**config.mk**
```make
export PLATFORM = sky130hd
export DESIGN_NAME = bp_be_dcache_req_buffer
export DESIGN_NICKNAME = d
export VERILOG_FILES = /design/src/rtl/bp_be_dcache_req_buffer.sv
export SDC_FILE = /design/constraint.sdc
export NUM_CORES = 1
export LEC_CHECK = 0
export BUFFER_PORTS_ARGS = -buffer_cell sky130_fd_sc_hd__buf_4
export CORE_ASPECT_RATIO = 1.2
export CORE_MARGIN = 1.5
export CORE_UTILIZATION = 45
export CTS_CLUSTER_DIAMETER = 200
export CTS_CLUSTER_SIZE = 12
export DETAILED_ROUTE_END_ITERATION = 10
export GPL_ROUTABILITY_DRIVEN = 0
export PLACE_DENSITY = 0.72
export SETUP_SLACK_MARGIN = 0.2
export SLEW_MARGIN = 20
export SYNTH_ARGS = -nofsm -noshare
export SYNTH_HDL_FRONTEND = slang
export SYNTH_SLANG_ARGS = --single-unit
```
**constraint.sdc**
```tcl
create_clock -name clk_i -period 15.3 [get_ports clk_i]
set_input_delay 3.06 -clock clk_i [delete_from_list [all_inputs] [get_ports clk_i]]
set_output_delay 3.06 -clock clk_i [all_outputs]
set_load 0.05 [all_outputs]
```
**src/rtl/bp_be_dcache_req_buffer.sv**
```systemverilog
// bp_be_dcache_req_buffer: FIFO between the BE memory pipe D$ miss-request
// outputs and the LCE request port. Requests enter in order. Late-arriving
// metadata (way/dirty) is attached to the oldest request that still lacks it.
// An entry is presented to the LCE only once its metadata is present.
// Latency: 1 cycle minimum, measured from the later of request and metadata
// to req_v_o. With BP_DCACHE_REQ_BUFFER_BYPASS_EN there is a 0-cycle
// pass-through when the buffer is empty.
// Backpressure: ready_o drops when count_o==els_p and does not look at
// ready_i. req_v_o/req_o/metadata_o are held until ready_i accepts them.
// Optional macro: BP_DCACHE_REQ_BUFFER_BYPASS_EN (combinational empty-buffer
// pass-through).
// Ports:
//   clk_i, reset_n_i                  clock, async active-low reset
//   req_v_i/req_i/ready_o             request in (valid/ready)
//   metadata_v_i/metadata_i           metadata in (no backpressure)
//   req_v_o/req_o/metadata_o/ready_i  complete head entry out (valid/ready)
//   count_o                           occupied entries
//   meta_err_o                        sticky error: metadata with no request awaiting it
module bp_be_dcache_req_buffer #(
  parameter int req_width_p      = 108,
  parameter int metadata_width_p = 4,
  parameter int els_p            = 2,
  localparam int ptr_width_lp    = $clog2(els_p)
) (
  input  logic                        clk_i,
  input  logic                        reset_n_i,
  input  logic                        req_v_i,
  input  logic [req_width_p-1:0]      req_i,
  output logic                        ready_o,
  input  logic                        metadata_v_i,
  input  logic [metadata_width_p-1:0] metadata_i,
  output logic                        req_v_o,
  output logic [req_width_p-1:0]      req_o,
  output logic [metadata_width_p-1:0] metadata_o,
  input  logic                        ready_i,
  output logic [ptr_width_lp:0]       count_o,
  output logic                        meta_err_o
);

  localparam logic [ptr_width_lp-1:0] ptr_one_lp  = ptr_width_lp'(1);
  localparam logic [ptr_width_lp:0]   cnt_one_lp  = (ptr_width_lp+1)'(1);
  localparam logic [ptr_width_lp:0]   cnt_full_lp = (ptr_width_lp+1)'(els_p);

  logic [req_width_p-1:0]      req_mem  [els_p];
  logic [metadata_width_p-1:0] meta_mem [els_p];
  logic [els_p-1:0]            valid_r, meta_valid_r;
  logic [ptr_width_lp-1:0]     rptr, wptr, mptr, attach_idx;
  logic [ptr_width_lp:0]       count_r;
  logic                        meta_err_r;

  logic bypass, enq, deq, awaiting, attach, spurious, head_vld;

`ifdef BP_DCACHE_REQ_BUFFER_BYPASS_EN
  assign bypass = reset_n_i & (count_r == '0) & req_v_i & metadata_v_i & ready_i;
`else
  assign bypass = 1'b0;
`endif

  assign ready_o  = reset_n_i & (count_r != cnt_full_lp);
  assign enq      = req_v_i & ready_o & ~bypass;

  // mptr walks behind wptr in FIFO order. If the entry at mptr is valid and
  // has no metadata, it is the oldest one awaiting metadata.
  assign awaiting   = valid_r[mptr] & ~meta_valid_r[mptr];
  // When nothing is awaiting, metadata can only belong to the request being
  // enqueued in this same cycle.
  assign attach_idx = awaiting ? mptr : wptr;
  assign attach     = metadata_v_i & ~bypass & (awaiting | enq);
  assign spurious   = metadata_v_i & ~bypass & ~awaiting & ~enq;

  assign head_vld = valid_r[rptr] & meta_valid_r[rptr];
  assign deq      = head_vld & ready_i;

  assign req_v_o    = head_vld | bypass;
  assign req_o      = bypass ? req_i      : req_mem[rptr];
  assign metadata_o = bypass ? metadata_i : meta_mem[rptr];
  assign count_o    = count_r;
  assign meta_err_o = meta_err_r;

  always_ff @(posedge clk_i or negedge reset_n_i) begin
    if (!reset_n_i) begin
      rptr         <= '0;
      wptr         <= '0;
      mptr         <= '0;
      valid_r      <= '0;
      meta_valid_r <= '0;
      count_r      <= '0;
      meta_err_r   <= 1'b0;
    end else begin
      if (enq) begin
        valid_r[wptr]      <= 1'b1;
        meta_valid_r[wptr] <= 1'b0;
        wptr               <= wptr + ptr_one_lp;
      end
      // Placed after the enqueue clear, so metadata attached to the
      // same-cycle entry overrides that clear.
      if (attach) begin
        meta_valid_r[attach_idx] <= 1'b1;
        mptr                     <= attach_idx + ptr_one_lp;
      end
      if (deq) begin
        valid_r[rptr] <= 1'b0;
        rptr          <= rptr + ptr_one_lp;
      end
      if (spurious) meta_err_r <= 1'b1;
      case ({enq, deq})
        2'b10:   count_r <= count_r + cnt_one_lp;
        2'b01:   count_r <= count_r - cnt_one_lp;
        default: count_r <= count_r;
      endcase
    end
  end

  // Entry payload is not reset; it is qualified by the valid bits.
  always_ff @(posedge clk_i) begin
    if (enq)    req_mem[wptr]        <= req_i;
    if (attach) meta_mem[attach_idx] <= metadata_i;
  end

endmodule
```
==> flow_summary.yaml, run 1 <==
layout:
  syn2layout_area_growth_pct: 31.0
  num_antenna_cells: 0
  final_net_count: 766
  drive_gt1_frac: 0.532
logic_synthesis:
  syn_nets: 517
  ys.flop_type: "edfxtp_1"
  ys_ff_latch: 234
  netlist_instances: 399
  synth_sequential_area_ratio: 0.814
  combinational_family_with_the_most_area_after_synthesis: "multiplexers"
  synth_adder_area_share: 0.00146
  count_of_flip_flops_with_a_built_in_enable_after_synthesis: 224
  synth_compound_area_frac: 0.00773
  yosysWarnings: 0
  synth_simple_gate_area_frac: 0.0181
  synth.distinct_cells: 30
  synthXorXnorAreaFrac: 0.00306
  post_synth_mux_area_share: 0.147
  postSynthAreaPerCell_um2: 21.5
  asyncSetResetFlopFracSynth: 0.0427
  synth_area_um2: 8570
setup_path:
  path_cells: "buf_4 > and2_1 > buf_4"
  worst_ep_arrival_time_ps: 3590
  cp-end-kind: "output port"
  regToRegStartpoint: "rptr"
  crit_path_max_fanout: 13
  required_ps: 12240
  reg2regPathDepth: 6
  worstSetupPathType: "in2out"
  timing.critical_path.slowest_stage_cell: "buf_4"
  r2r_slack_ps: 12450
  end_of_the_worst_register_to_register_path: "count_o[1]"
  timing.critical_path.slowest_cell_delay_ps: 190
  cpMostUsedCell: "buf_4"
  critical_path.startpoint_type: "input port"
cts:
  cts_htree_levels: 1
  ctsRootBufferMaster: "clkbuf_16"
  tritoncts: "built"
  tritoncts_num_sinks: 234
  postCtsHoldBufs: 0
  numCtsBuffers: 23
  insertion_delay_ps: 500
  cts_post_setup_buffers_inserted: 0
  number_of_resized_instances_in_the_post_cts_repair_step: 0
  clkSlewWorstSetupHoldPaths_ps: 60
  clk_path_buf_depth: 3
sta:
  number_of_max_slew_violations_in_the_final_report: 0
  period_needed_ps: 6650
  maxClockFrequency_ghz: 0.150
  tightest_slew_ps: 827
  finalCritPeriodShare: 0.435
  setup_viol: 0
  finalHoldViolCount: 0
  totalNegativeSetupSlack_ps: 0
  max_slew_margin: 0.449
  grt_setup_unrepaired: "no"
  fin_worst_skew_ps: 13.0
routing:
  routed_via_density: 4.88
  firstDrtPassIters: 7
  finalWirelength_mm: 16.1
  routedWlPerCell_um: 17.6
  detail_route.iter0.violations: 222
  post-route-drc-count: 0
  route.vias.total: 4453
  route.antenna.remaining_nets: 0
pwr:
  vdd.ir_drop.worst_mv: 0.120
  power_consumption_uw: 2210
  p_per_area_nw_per_um2: 197
  leakage_power_total_uw: 0.00416
job:
  cap_viol_max_count: 0
die:
  dieWidth_um: 129
  core-area_um2: 18800
  die-area_um2: 19900
  start_util: 0.456
  y_dimension_of_the_die_um: 154
  row_count: 55
  floorplan.io_pins: 234
global_route:
  antenna_violations_before_repair: 1
  first_global_vias: 4697
  grt_first_pass_wirelength_mm: 24.2
  global_route.usage.total: 0.157
  grt_remaining_overflow: 0
  grt_max_degree: 60
min_path:
  hold_critical_path_depth: 2
  timing.hold.worst_endpoint: "wptr"
  hp-start: "wptr"
  hold_class: "reg2reg"
place:
  port_buffer_cells: 233
  place_hpwl_mm: 10.5
outcome:
  status: "finished, final reports clean"
-- power by group --
group          switching (uW)  total (uW)  internal [uW]
logic                     575         868            293
clock network             211         484            274
registers                58.1         858            800
total                     844        2210           1370
-- critical path, delay by kind of cell --
family,cells,cell delay [ps]
buffers and inverters,2,370
and+or+nand+nor,1,160
-- flip-flops by register name (all words and copies together), names as in the netlist, 2 cells and up --
register	cells
count_o	2
meta_valid_r	2
req_mem	216
valid_r	2
meta_mem	8
-- worst max path at each step --
stage,depth (start not counted),slack (ps),end,startpoint
4_1_cts,3,8640,ready_o,reset_n_i
6_report,3,8650,ready_o,reset_n_i
3_5_place_dp,3,8640,ready_o,reset_n_i
2_1_floorplan,4,6820,meta_mem[1][0],req_v_i
5_1_grt,3,8600,ready_o,reset_n_i
3_3_place_gp,3,8660,ready_o,reset_n_i
-- cell usage in the layout, fill, tap and decap left out, types with 2 or more instances in the layout --
cell | netlist | routed
and2_1 | 2 | 2
mux2_1 | 32 | 32
xnor2_1 | 2 | 2
nand2_1 | 7 | 7
mux2_2 | 80 | 80
clkbuf_1 | 0 | 9
edfxtp_1 | 224 | 224
nand2b_1 | 2 | 2
nand3_1 | 4 | 4
a21o_1 | 2 | 2
clkbuf_16 | 0 | 23
o21ai_1 | 3 | 3
buf_4 | 3 | 237
dfrtp_1 | 10 | 9
o21a_1 | 2 | 2
-- per-layer routing --
| metal | vias up | part of all wire | wire (um) | track usage |
|---|---|---|---|---|
| li1 | 2064 | - | - | - |
| met1 | 2177 | 0.36 | 5740 | 0.171 |
| met2 | 180 | 0.52 | 8440 | 0.284 |
| met3 | 30 | 0.096 | 1550 | 0.0591 |
| met4 | 2 | 0.022 | 346 | 0.0449 |
| met5 | - | 0.00081 | 13 | 0 |
-- kinds of logic (layout without fill, tap and decap cells) --
logic type / Yosys count / in the layout
AND/OR/NAND/NOR: 25 / 25
multiplexers: 112 / 112
flip-flops: 234 / 234
XOR/XNOR: 3 / 3
adder cells (fa/ha/maj): 1 / 1
buffers and inverters: 14 / 271
AO/OA/AOI/OAI: 10 / 10
-- layout make-up --
| type | instances | area (um2) |
|---|---|---|
| clock inverters | 1 | 8.76 |
| flip-flops and latches | 234 | 6980 |
| repair buffers | 237 | 1780 |
| fillers | 1391 | 7550 |
| clock buffers | 32 | 609 |
| multi-input cells | 151 | 1530 |
| inverters | 1 | 6.26 |
| well taps | 256 | 320 |
-- cell usage after synthesis, drive strengths merged, types with 2 or more instances --
cell    number  area (um2)
o21ai        4        20.0
a21o         2        15.0
buf         13        72.6
nand2b       2        12.5
dfrtp       10         250
o21a         2        15.0
and2         2        12.5
edfxtp     224        6730
xnor2        2        17.5
nand3        4        20.0
and3         2        13.8
mux2       112        1260
nand2        7        26.3
-- per-stage QoR --
step                      instance area [um2]   util  std cells  worst slack (ps)  hold WS [ps]
after floorplan                          8570      -        399              6820           459
after global placement                  10600  0.565        879              8660           481
after detailed placement                10600  0.565        879              8640           500
after CTS                               11200  0.598        912              8640           517
after global routing                    11200  0.598        912              8600           525
final                                   11200  0.598        912              8650           514
(Power assumes the default switching activity.)
==> run 2: changes to the inputs <==
clock period = 6.81 ns   (was 15.3 ns; I/O delays follow)
==> run 2 against run 1 <==
Compared with the run above:
- non-clock buffer count stayed put
- first-iteration DRC count is 29% higher
- sequential share of layout area hardly changed
- flip-flop and latch count stayed put
- global-route usage is 0.28 points higher
- clock skew is 0.97 ps higher
- critical path type is now reg2out
- critical endpoint is now req_o[25]
==> flow_summary.yaml, run 2 (synthesis results as in run 1) <==
setup_path:
  r2r_slack_ps: 4090
  required_ps: 5450
  cp-end-kind: "output port"
  regToRegStartpoint: "count_o[1]"
  worst_setup_path_startpoint: "rptr"
  crit_path_max_fanout: 62
  worstSetupPathType: "reg2out"
  worst_ep_arrival_time_ps: 2910
  critical_path.startpoint_type: "flip-flop"
min_path:
  hold_class: "reg2reg"
  hp-start: "meta_err_o"
global_route:
  first_global_vias: 4745
  grt_first_pass_wirelength_mm: 24.6
  grt_remaining_overflow: 0
  global_route.usage.total: 0.160
  antenna_violations_before_repair: 0
  grt_max_degree: 67
routing:
  post-route-drc-count: 0
  detail_route.iter0.violations: 287
  finalWirelength_mm: 16.2
  route.vias.total: 4465
  firstDrtPassIters: 4
  route.antenna.remaining_nets: 0
  routed_via_density: 4.89
  routedWlPerCell_um: 17.7
sta:
  period_needed_ps: 4280
  totalNegativeSetupSlack_ps: 0
  finalCritPeriodShare: 0.628
  tightest_slew_ps: 904
  finalHoldViolCount: 0
  max_slew_margin: 0.397
  setup_viol: 0
  maxClockFrequency_ghz: 0.234
  number_of_max_slew_violations_in_the_final_report: 0
  fin_worst_skew_ps: 14.0
  grt_setup_unrepaired: "no"
cts:
  cts_post_setup_buffers_inserted: 0
  tritoncts: "built"
  postCtsHoldBufs: 0
  insertion_delay_ps: 500
  numCtsBuffers: 23
  cts_htree_levels: 1
  clkSlewWorstSetupHoldPaths_ps: 60
  clk_path_buf_depth: 3
  ctsRootBufferMaster: "clkbuf_16"
  number_of_resized_instances_in_the_post_cts_repair_step: 0
  tritoncts_num_sinks: 234
pwr:
  leakage_power_total_uw: 0.00417
  power.sequential.fraction: 0.388
  p_per_area_nw_per_um2: 442
  netSwitchingFraction: 0.382
  power.share.clock: 0.219
  power_switching_uw: 1900
  vdd.ir_drop.worst_mv: 0.243
  power_frac_comb: 0.392
  internal_power_uw: 3070
layout:
  final_area_um2: 11200
  biggest_register: "req_mem"
  flip_flop_count_of_the_largest_register_all_copies_and_words_added: 216
  reg.largest.list: "req_mem x216, meta_mem x8"
  layout_common_cells: "buf_4 (237), edfxtp_1 (224), mux2_2 (80), mux2_1 (32), clkbuf_16 (23)"
  drive_gt1_frac: 0.534
  final_common_cell: "buf_4"
  syn2layout_area_growth_pct: 31.1
  final_net_count: 766
die:
  core-area_um2: 18800
  start_util: 0.456
  y_dimension_of_the_die_um: 154
  dieWidth_um: 129
  die-area_um2: 19900
  row_count: 55
  floorplan.io_pins: 234
place:
  port_buffer_cells: 233
  placed_cell_area_um2: 10600
  place_hpwl_mm: 10.5
job:
  cap_viol_max_count: 0
outcome:
  status: "finished, final reports clean"
[run 2: final cells by class]
type,instances,area (um2)
tap,256,320
fill,1441,7550
multi-input combinational,151,1530
clock inverter,2,17.5
clock buffer,31,606
inverter,1,6.26
sequential,234,6980
timing repair buffer,237,1780
antenna,1,2.50
[run 2: worst max-delay path: stages (launching register included)]
cell and delay, ps:
dfrtp_4 980, buf_4 750, mux2_2 420, buf_4 190
[run 2: final timing paths]
kind,endpoint,depth (start not counted)
max reg2reg,req_mem[0][68],4
max in group asynchronous,rptr,1
min reg2reg,meta_err_o,1
min in group asynchronous,mptr,1
max,req_o[25],3
min,meta_err_o,1
[run 2: layer usage]
layer / vias up / share of wire / wire [um] / track usage
met1: 2194 / 0.37 / 5960 / 0.182
li1: 2068 / - / - / -
met5: - / 0 / 0 / 0
met4: 0 / 0.027 / 439 / 0.0556
met3: 35 / 0.086 / 1390 / 0.0550
met2: 168 / 0.52 / 8390 / 0.280
[run 2: stage by stage]
stage	power, uW	instances	utilization	worst slack, ps	hold WS, ps
2_1_floorplan	3370	399	-	1660	465
3_3_place_gp	3900	879	0.565	3030	485
3_5_place_dp	3930	879	0.565	2980	490
4_1_cts	5020	912	0.598	2500	506
5_1_grt	5170	912	0.598	2380	540
6_report	4970	913	0.598	2530	501
[run 2: power by group through the flow]
| stage | registers [uW] | logic (uW) | clock network, uW |
|---|---|---|---|
| 2_1_floorplan | 1900 | 1470 | 0 |
| 3_3_place_gp | 1950 | 1950 | 0 |
| 3_5_place_dp | 1960 | 1960 | 0 |
| 4_1_cts | 1930 | 1970 | 1120 |
| 5_1_grt | 1960 | 2030 | 1170 |
| 6_report | 1930 | 1950 | 1090 |
